[config.mk]
export PLATFORM = sky130hd
export DESIGN_NAME = instruction_fetch_flat
export DESIGN_NICKNAME = d
export VERILOG_FILES = /design/src/rtl/instruction_fetch_if.sv /design/src/rtl/instruction_fetch.sv /design/src/flat_wrapper.sv
export SDC_FILE = /design/constraint.sdc
export NUM_CORES = 1
export LEC_CHECK = 0
export BUFFER_PORTS_ARGS = -buffer_cell sky130_fd_sc_hd__buf_2
export CORE_UTILIZATION = 45
export CTS_BUF_LIST = sky130_fd_sc_hd__clkbuf_16
export CTS_CLUSTER_SIZE = 8
export DETAILED_ROUTE_END_ITERATION = 12
export HOLD_SLACK_MARGIN = 0.15
export PLACE_DENSITY = 0.74
export RECOVER_POWER = 100
export SYNTH_ARGS = -nofsm -noshare
export SYNTH_HDL_FRONTEND = slang
export SYNTH_SLANG_ARGS = --single-unit
[constraint.sdc]
create_clock -name i_clk -period 6.4 [get_ports i_clk]
set_input_delay 0.32 -clock i_clk [delete_from_list [all_inputs] [get_ports i_clk]]
set_output_delay 0.32 -clock i_clk [all_outputs]
set_load 0.1 [all_outputs]
[src/rtl/instruction_fetch_if.sv]
// rtl/instruction_fetch_if.sv - fetch-stage bus: program memory, decode hand-off and redirect signals
interface instruction_fetch_if;
    logic [31:0] o_pc;
    logic        o_instruction_request;
    logic [31:0] i_instruction;
    logic        i_awk;
    logic [31:0] o_if_instruction;
    logic [31:0] o_if_pc;
    logic        o_if_valid;
    logic        i_id_ready;
    logic        i_stall;
    logic        i_redirect;
    logic [31:0] i_redirect_pc;
    logic        o_misalign;
    logic [31:0] o_fetch_count;

    modport master (
        output o_pc, o_instruction_request, o_if_instruction, o_if_pc, o_if_valid,
               o_misalign, o_fetch_count,
        input  i_instruction, i_awk, i_id_ready, i_stall, i_redirect, i_redirect_pc
    );

    modport slave (
        input  o_pc, o_instruction_request, o_if_instruction, o_if_pc, o_if_valid,
               o_misalign, o_fetch_count,
        output i_instruction, i_awk, i_id_ready, i_stall, i_redirect, i_redirect_pc
    );
endinterface

[src/rtl/instruction_fetch.sv]
// rtl/instruction_fetch.sv - single-entry instruction fetch stage; FETCH_MISALIGN_TRAP_EN enables misaligned-redirect trap
module instruction_fetch #(
    parameter logic [31:0] RESET_PC = 32'h0000_0000
) (
    input  logic                  i_clk,
    input  logic                  i_rst_n,
    instruction_fetch_if.master   bus
);
    localparam logic [31:0] NOP = 32'h0000_0013;

    typedef enum logic [1:0] {S_IDLE, S_REQ, S_FULL, S_TRAP} state_t;

    state_t      state_q, state_d;
    logic [31:0] pc_q, pc_d;
    logic [31:0] if_instr_q, if_instr_d;
    logic [31:0] if_pc_q, if_pc_d;
    logic        if_valid_q, if_valid_d;
    logic [31:0] fetch_count_q, fetch_count_d;
    logic        request;

    // Redirect must kill the request in the same cycle so memory never sees a stale address.
    assign request = (state_q == S_REQ) && !bus.i_stall && !bus.i_redirect;

`ifdef FETCH_MISALIGN_TRAP_EN
    logic misalign_q, misalign_d;
    assign bus.o_misalign = misalign_q;
`else
    assign bus.o_misalign = 1'b0;
`endif

    always_comb begin
        state_d       = state_q;
        pc_d          = pc_q;
        if_instr_d    = if_instr_q;
        if_pc_d       = if_pc_q;
        if_valid_d    = if_valid_q;
        fetch_count_d = fetch_count_q;
`ifdef FETCH_MISALIGN_TRAP_EN
        misalign_d    = misalign_q;
`endif
        if (bus.i_redirect) begin
            if_valid_d = 1'b0;
`ifdef FETCH_MISALIGN_TRAP_EN
            pc_d = bus.i_redirect_pc;
            if (bus.i_redirect_pc[1:0] != 2'b00) begin
                misalign_d = 1'b1;
                state_d    = S_TRAP;
            end else begin
                misalign_d = 1'b0;
                state_d    = S_REQ;
            end
`else
            pc_d    = bus.i_redirect_pc & 32'hFFFF_FFFC;
            state_d = S_REQ;
`endif
        end else begin
            case (state_q)
                S_IDLE: if (!bus.i_stall) state_d = S_REQ;
                S_REQ: begin
                    if (request && bus.i_awk) begin
                        if_instr_d = bus.i_instruction;
                        if_pc_d    = pc_q;
                        if_valid_d = 1'b1;
                        pc_d       = pc_q + 32'd4;
                        state_d    = S_FULL;
                    end
                end
                S_FULL: begin
                    if (bus.i_id_ready && !bus.i_stall) begin
                        if_valid_d    = 1'b0;
                        fetch_count_d = fetch_count_q + 32'd1;
                        state_d       = S_REQ;
                    end
                end
                S_TRAP: state_d = S_TRAP;
                default: state_d = S_IDLE;
            endcase
        end
    end

    always_ff @(posedge i_clk) begin
        if (!i_rst_n) begin
            state_q       <= S_IDLE;
            pc_q          <= RESET_PC;
            if_instr_q    <= NOP;
            if_pc_q       <= 32'd0;
            if_valid_q    <= 1'b0;
            fetch_count_q <= 32'd0;
`ifdef FETCH_MISALIGN_TRAP_EN
            misalign_q    <= 1'b0;
`endif
        end else begin
            state_q       <= state_d;
            pc_q          <= pc_d;
            if_instr_q    <= if_instr_d;
            if_pc_q       <= if_pc_d;
            if_valid_q    <= if_valid_d;
            fetch_count_q <= fetch_count_d;
`ifdef FETCH_MISALIGN_TRAP_EN
            misalign_q    <= misalign_d;
`endif
        end
    end

    assign bus.o_pc                  = pc_q;
    assign bus.o_instruction_request = request;
    assign bus.o_if_instruction      = if_instr_q;
    assign bus.o_if_pc               = if_pc_q;
    assign bus.o_if_valid            = if_valid_q;
    assign bus.o_fetch_count         = fetch_count_q;
endmodule

[src/flat_wrapper.sv]
// flat-port wrapper written by rule: the top's interface ports become plain ports
module instruction_fetch_flat 
#(
    parameter logic [31:0] RESET_PC = 32'h0000_0000
)
  (i_clk, i_rst_n, bus_o_pc, bus_o_instruction_request, bus_o_if_instruction, bus_o_if_pc, bus_o_if_valid, bus_o_misalign, bus_o_fetch_count, bus_i_instruction, bus_i_awk, bus_i_id_ready, bus_i_stall, bus_i_redirect, bus_i_redirect_pc);
  instruction_fetch_if bus_i ();
  input  logic i_clk;
  input  logic i_rst_n;
  output wire logic [$bits(bus_i.o_pc)-1:0] bus_o_pc;
  output wire logic [$bits(bus_i.o_instruction_request)-1:0] bus_o_instruction_request;
  output wire logic [$bits(bus_i.o_if_instruction)-1:0] bus_o_if_instruction;
  output wire logic [$bits(bus_i.o_if_pc)-1:0] bus_o_if_pc;
  output wire logic [$bits(bus_i.o_if_valid)-1:0] bus_o_if_valid;
  output wire logic [$bits(bus_i.o_misalign)-1:0] bus_o_misalign;
  output wire logic [$bits(bus_i.o_fetch_count)-1:0] bus_o_fetch_count;
  input wire logic [$bits(bus_i.i_instruction)-1:0] bus_i_instruction;
  input wire logic [$bits(bus_i.i_awk)-1:0] bus_i_awk;
  input wire logic [$bits(bus_i.i_id_ready)-1:0] bus_i_id_ready;
  input wire logic [$bits(bus_i.i_stall)-1:0] bus_i_stall;
  input wire logic [$bits(bus_i.i_redirect)-1:0] bus_i_redirect;
  input wire logic [$bits(bus_i.i_redirect_pc)-1:0] bus_i_redirect_pc;
  assign bus_o_pc = bus_i.o_pc;
  assign bus_o_instruction_request = bus_i.o_instruction_request;
  assign bus_o_if_instruction = bus_i.o_if_instruction;
  assign bus_o_if_pc = bus_i.o_if_pc;
  assign bus_o_if_valid = bus_i.o_if_valid;
  assign bus_o_misalign = bus_i.o_misalign;
  assign bus_o_fetch_count = bus_i.o_fetch_count;
  assign bus_i.i_instruction = bus_i_instruction;
  assign bus_i.i_awk = bus_i_awk;
  assign bus_i.i_id_ready = bus_i_id_ready;
  assign bus_i.i_stall = bus_i_stall;
  assign bus_i.i_redirect = bus_i_redirect;
  assign bus_i.i_redirect_pc = bus_i_redirect_pc;
  instruction_fetch #(.RESET_PC(RESET_PC)) u_core (.i_clk(i_clk), .i_rst_n(i_rst_n), .bus(bus_i));
endmodule
======== After elaboration in Yosys (flattened, before gate mapping) ========
Cells that the tools add are included.
storage, ports and cells
  logic and storage cells ................. 50
  output and inout bits ................... 131
  input bits .............................. 70
  flip-flop bits (word level) ............. 131
operators by class
  bitwise operators ....................... 2
  muxes and demuxes ....................... 11
  $add $sub $neg .......................... 2
  reductions and logical operators ........ 18
  eq/ne operators ......................... 9
operator list
  operator                 count
  $mux W32                 3
  $add A32 B1 Y32 const B  1
  $add A32 B3 Y32 const B  1
  $reduce_and A3 Y1        5
  $pmux W2 S4              1
  $mux W2                  3
  $ne A3 B3 Y1 const B     2
  $reduce_bool A2 Y1       3
  $eq A2 B2 Y1 const B     2
  $logic_and A1 B1 Y1      4
  $ne A2 B2 Y1 const B     2
  $reduce_and A2 Y1        2
  $mux W1                  3
  $ne A3 B2 Y1 const B     1
  $eq A2 B1 Y1 const B     1
  $logic_not A1 Y1         2
  $logic_not A2 Y1         1
  $ne A2 B1 Y1 const B     1
  $not A1 Y1               2
  $pmux W1 S2              1
  $reduce_or A2 Y1         1

======== Longest topological paths before layout ========
  depth in word-level cells ............... 7
  mapped depth ............................ 7
  gate-level depth less buffers ........... 6

======== Worst setup path before layout ========
No wires, ideal clock.
  path type ............................... input to register
  start ................................... input bus_i_redirect
  end ..................................... register u_core.pc_q[22], in the netlist u_core.bus.o_pc[22]
  data required time ...................... 6.326 ns
  path buffers ............................ 1
  library setup time ...................... 0.074 ns
  arrival ................................. 5.149 ns
  setup slack ............................. 1.177 ns
  cell stages on the path ................. 5
  cell sequence ........................... buf_6 nor4b_1 nand4_1 or3_1 a31oi_1
on the way
  word-level cells in the longest chain between the ends .. 5
  elaborated cells between the ends (all ways) .. 7
  classes of those cells .................. mux (1); reduce/logical (6)
ends and longest elaborated chain
  item                           RTL line                 source
  start: declaration             flat_wrapper.sv:21       input wire logic [$bits(bus_i.i_redirect)-1:0] bus_i_redirect;
  $logic_not A1 Y1               instruction_fetch.sv:22  assign request = (state_q == S_REQ) && !bus.i_stall && !bus.i_redirect;
  $logic_and A1 B1 Y1            instruction_fetch.sv:22
  via bus_o_instruction_request  flat_wrapper.sv:11       output wire logic [$bits(bus_i.o_instruction_request)-1:0] bus_o_instruction_request;
  $logic_and A1 B1 Y1            instruction_fetch.sv:60  if (request && bus.i_awk) begin
  $reduce_bool A2 Y1 (no line)   n/a
  $reduce_and A2 Y1 (no line)    n/a
  end signal: assignment         instruction_fetch.sv:94  pc_q <= pc_d;
  end: declaration               instruction_fetch.sv:14  logic [31:0] pc_q, pc_d;
The timed path passes the listed nets, and every way through them passes these cells.
A chain may end at the register's enable or synchronous reset.

======== Worst setup path in the final report ========
  start ................................... input i_rst_n
  end ..................................... register u_core.pc_q[29], in the netlist u_core.bus.o_pc[29]
RTL lines
  item                RTL line           source
  start: declaration  flat_wrapper.sv:9  input logic i_rst_n;
No word-level cell between the ends.

==> metrics.txt <==
Primary FF master, synth=dfxtp_1; worst skew pair latency=0.42 ns; grt ovf=0; CTS tree=yes; Die Wd=112 µm; synthesized area=5480 µm²; critical path fanouts, max=74; clock network power share=0.457; IO Pins=201; clock tree buffer depth=2; PostCTS Resize Cnt=0; detailed-route via count=5,586; Slowest cell on crit path=clkbuf_1; initial core utilization=0.470; drt pass-1 iters=5; die area=12,600 µm²; Avg Synthesized Cell Area=7.98 µm²; clock slew at reported path FFs=0.05 ns; Total Wirelength=15.8 mm; Inst Count DP=985; placed wire-length estimate=10.1 mm; Root Buffer Master=clkbuf_16; cell taking the most area after synthesis=dfxtp_1; CTS buffer count=17; initial drt markers=471; clock skew=0.00557 ns; CP Capture Type=register; Logic pwr share=0.130; IO Port Bufs=193; routed length per instance=15.0 µm; PwrDens=280 nW/µm²; CTS H-tree depth=4; Core Area=11,700 µm²; fill count=1,085; Pleak=2.49 nW; Ys Warns=0; fmax=245 MHz; post-DR vias/cell=5.31; Netlist cell types=48; Non-Filler Instances=1,052; sw frac=0.277; r2r setup slk=2.37 ns; final setup fails=0; sequential element share of the synthesized area=0.464; period utilisation layout=0.639; VDD IR max=0.000201 V; status=complete, but fails checks; failing checks=max-capacitance violations, max-slew violations; #FFs+latches synth=127; max_cap viols=3; switching pwr=0.560 mW; vias in the first global route=5,169; CP Data Arrival Time=4.25 ns; Top Family by Delay on Critical Path=buffers and inverters; Pwr Total=2.02 mW; total negative slack=0 ns; ys async rst share=0; share of cells above drive strength 1=0.107; dominant cells by area after synthesis=dfxtp_1, nand2_1, a21oi_1; RSZ-0062 raised after global routing=false; Slew @ Worst Pin=3.41 ns; final antenna-violating net count=0; max_slew headroom=-1.27; pin count of the biggest net entering global routing=75; first-pass GRT wire length=25.5 mm; Syn Inst Count=687; clk sinks=127; critical path class=input pin to register; crit-path cells=buf_2, clkinvlp_2, clkbuf_1, o22ai_1; P&R area growth vs syn=31.5%; initial antenna violation count=1; sequential share of power=0.413; crit start category=input pin; register area=2540 µm²; RD Place Congestion=0.831; Post-synth EDFFs=0; Post-CTS Setup Inserts=0; crit-path max cell delay=2.47 ns; nets@finish=968; Crit path required time=6.56 ns; GR Util All Layers=0.256; P_int=1.46 mW; top-area cell type share of the netlist area=0.464; HP Class=input pin to register; # rows=39; die height=112 µm; Final Max Tran Viols=132; area of the multi-input gates=2700 µm²; Buf+Inv Stages, Crit Path=3; crit path time final=4.09 ns; # DRC=0; final hold viol count=0
[layout by cell type, fill, tap and decap left out, drive strengths merged, types with 19 or more instances in the layout]
cell type / synthesis / routed
nor2: 36 / 36
o21ai: 23 / 23
nand2: 158 / 158
clkbuf: 37 / 145
xnor2: 26 / 26
buf: 8 / 68
nor4: 19 / 19
dfxtp: 127 / 127
dlygate4sd3: 0 / 35
nand3: 26 / 26
a21oi: 98 / 98
[worst reg2reg max path, cell delays in order, from the launching register on]
cell,delay [ns]
dfxtp_1,0.35
nor4bb_1,1.96
nand4_1,0.77
o311ai_0,0.54
a21oi_1,0.12
[path summary, 6_finish.rpt]
path                                       start                              to  cells past startpoint
hold / removal             bus_i_redirect_pc[24]             u_core.bus.o_pc[24]                      3
hold reg to reg   u_core.bus.o_if_instruction[3]  u_core.bus.o_if_instruction[3]                      2
setup reg to reg               u_core.state_q[1]             u_core.bus.o_pc[20]                      4
setup / recovery                         i_rst_n             u_core.bus.o_pc[29]                      4
[Yosys cell counts (2+ instances only)]
master / n
a211oi_1: 2
a21o_1: 2
a21oi_1: 98
a31oi_1: 4
and2_1: 4
and3_1: 5
and4_1: 12
buf_4: 5
buf_6: 2
clkbuf_1: 37
dfxtp_1: 127
ha_1: 2
inv_1: 12
mux2i_1: 2
nand2_1: 158
nand3_1: 26
nand4_1: 18
nor2_1: 36
nor3_1: 9
nor3b_1: 2
nor4_1: 19
nor4bb_1: 2
o211ai_1: 2
o21ai_0: 23
o22ai_1: 2
o311ai_0: 4
o31a_1: 2
or3_1: 6
or4_1: 4
or4_4: 2
xnor2_1: 26
xor2_1: 16
[kinds of logic (layout without fill, tap and decap cells)]
group,Yosys count,in the layout,share of synthesized area
simple gates,311,311,0.272
flops,127,127,0.464
compound gates,144,144,0.143
fa+ha+maj,2,2,0.00456
mux,2,2,0.00365
xor+xnor,42,42,0.0671
buf+inv,58,275,0.0459
other cells,1,6,0.000684
[through the flow]
step | setup WS, ns | hold WS (ns) | area, µm² | util
CTS | 3.62 | 0.155 | 7390 | 0.634
global route | 1.97 | 0.165 | 7210 | 0.618
floorplan | 1.18 | 0.444 | 5500 | -
finish | 2.31 | 0.175 | 7210 | 0.618
detailed placement | 3.37 | 0.445 | 6480 | 0.556
global placement | 3.44 | 0.438 | 6480 | 0.556
[flip-flops by register name, indices dropped and copies added, names as in the netlist]
signal and count:
u_core.bus.o_fetch_count 32, u_core.bus.o_if_instruction 32, u_core.bus.o_if_pc 30, u_core.bus.o_pc 30, u_core.state_q 2, u_core.bus.o_if_valid 1
[per-layer routing]
layer  track usage  wire [µm]  up-vias  part of all wire
met3        0.0713       1060       19             0.067
li1              -          -     2804                 -
met1         0.319       7130     2576              0.45
met4         0.108        236        0             0.015
met2         0.418       7390      187              0.47
met5             0          0        -                 0
[power by group through the flow]
stage / registers, mW / clock network, mW / logic [mW]
3_5_place_dp: 0.850 / 0 / 0.250
6_report: 0.835 / 0.923 / 0.262
4_1_cts: 0.834 / 0.938 / 0.267
3_3_place_gp: 0.850 / 0 / 0.249
5_1_grt: 0.838 / 0.976 / 0.275
2_1_floorplan: 0.974 / 0 / 0.0713
[area by class of cell]
type	instances	share of cell area
clock buffer	17	0.0590
clock inverter	14	0.0188
antenna	1	0.000347
multi-input combinational	506	0.374
timing repair buffer	231	0.163
inverter	13	0.00694
sequential	127	0.353
tap	143	0.0248
[timing repair]
action / in CTS / in global routing
hold endpoints to repair: 35 / 0
hold buffers: 35 / 0
endpoints found under the setup margin: 0 / 0
Power figures use the tool's default switching activity.
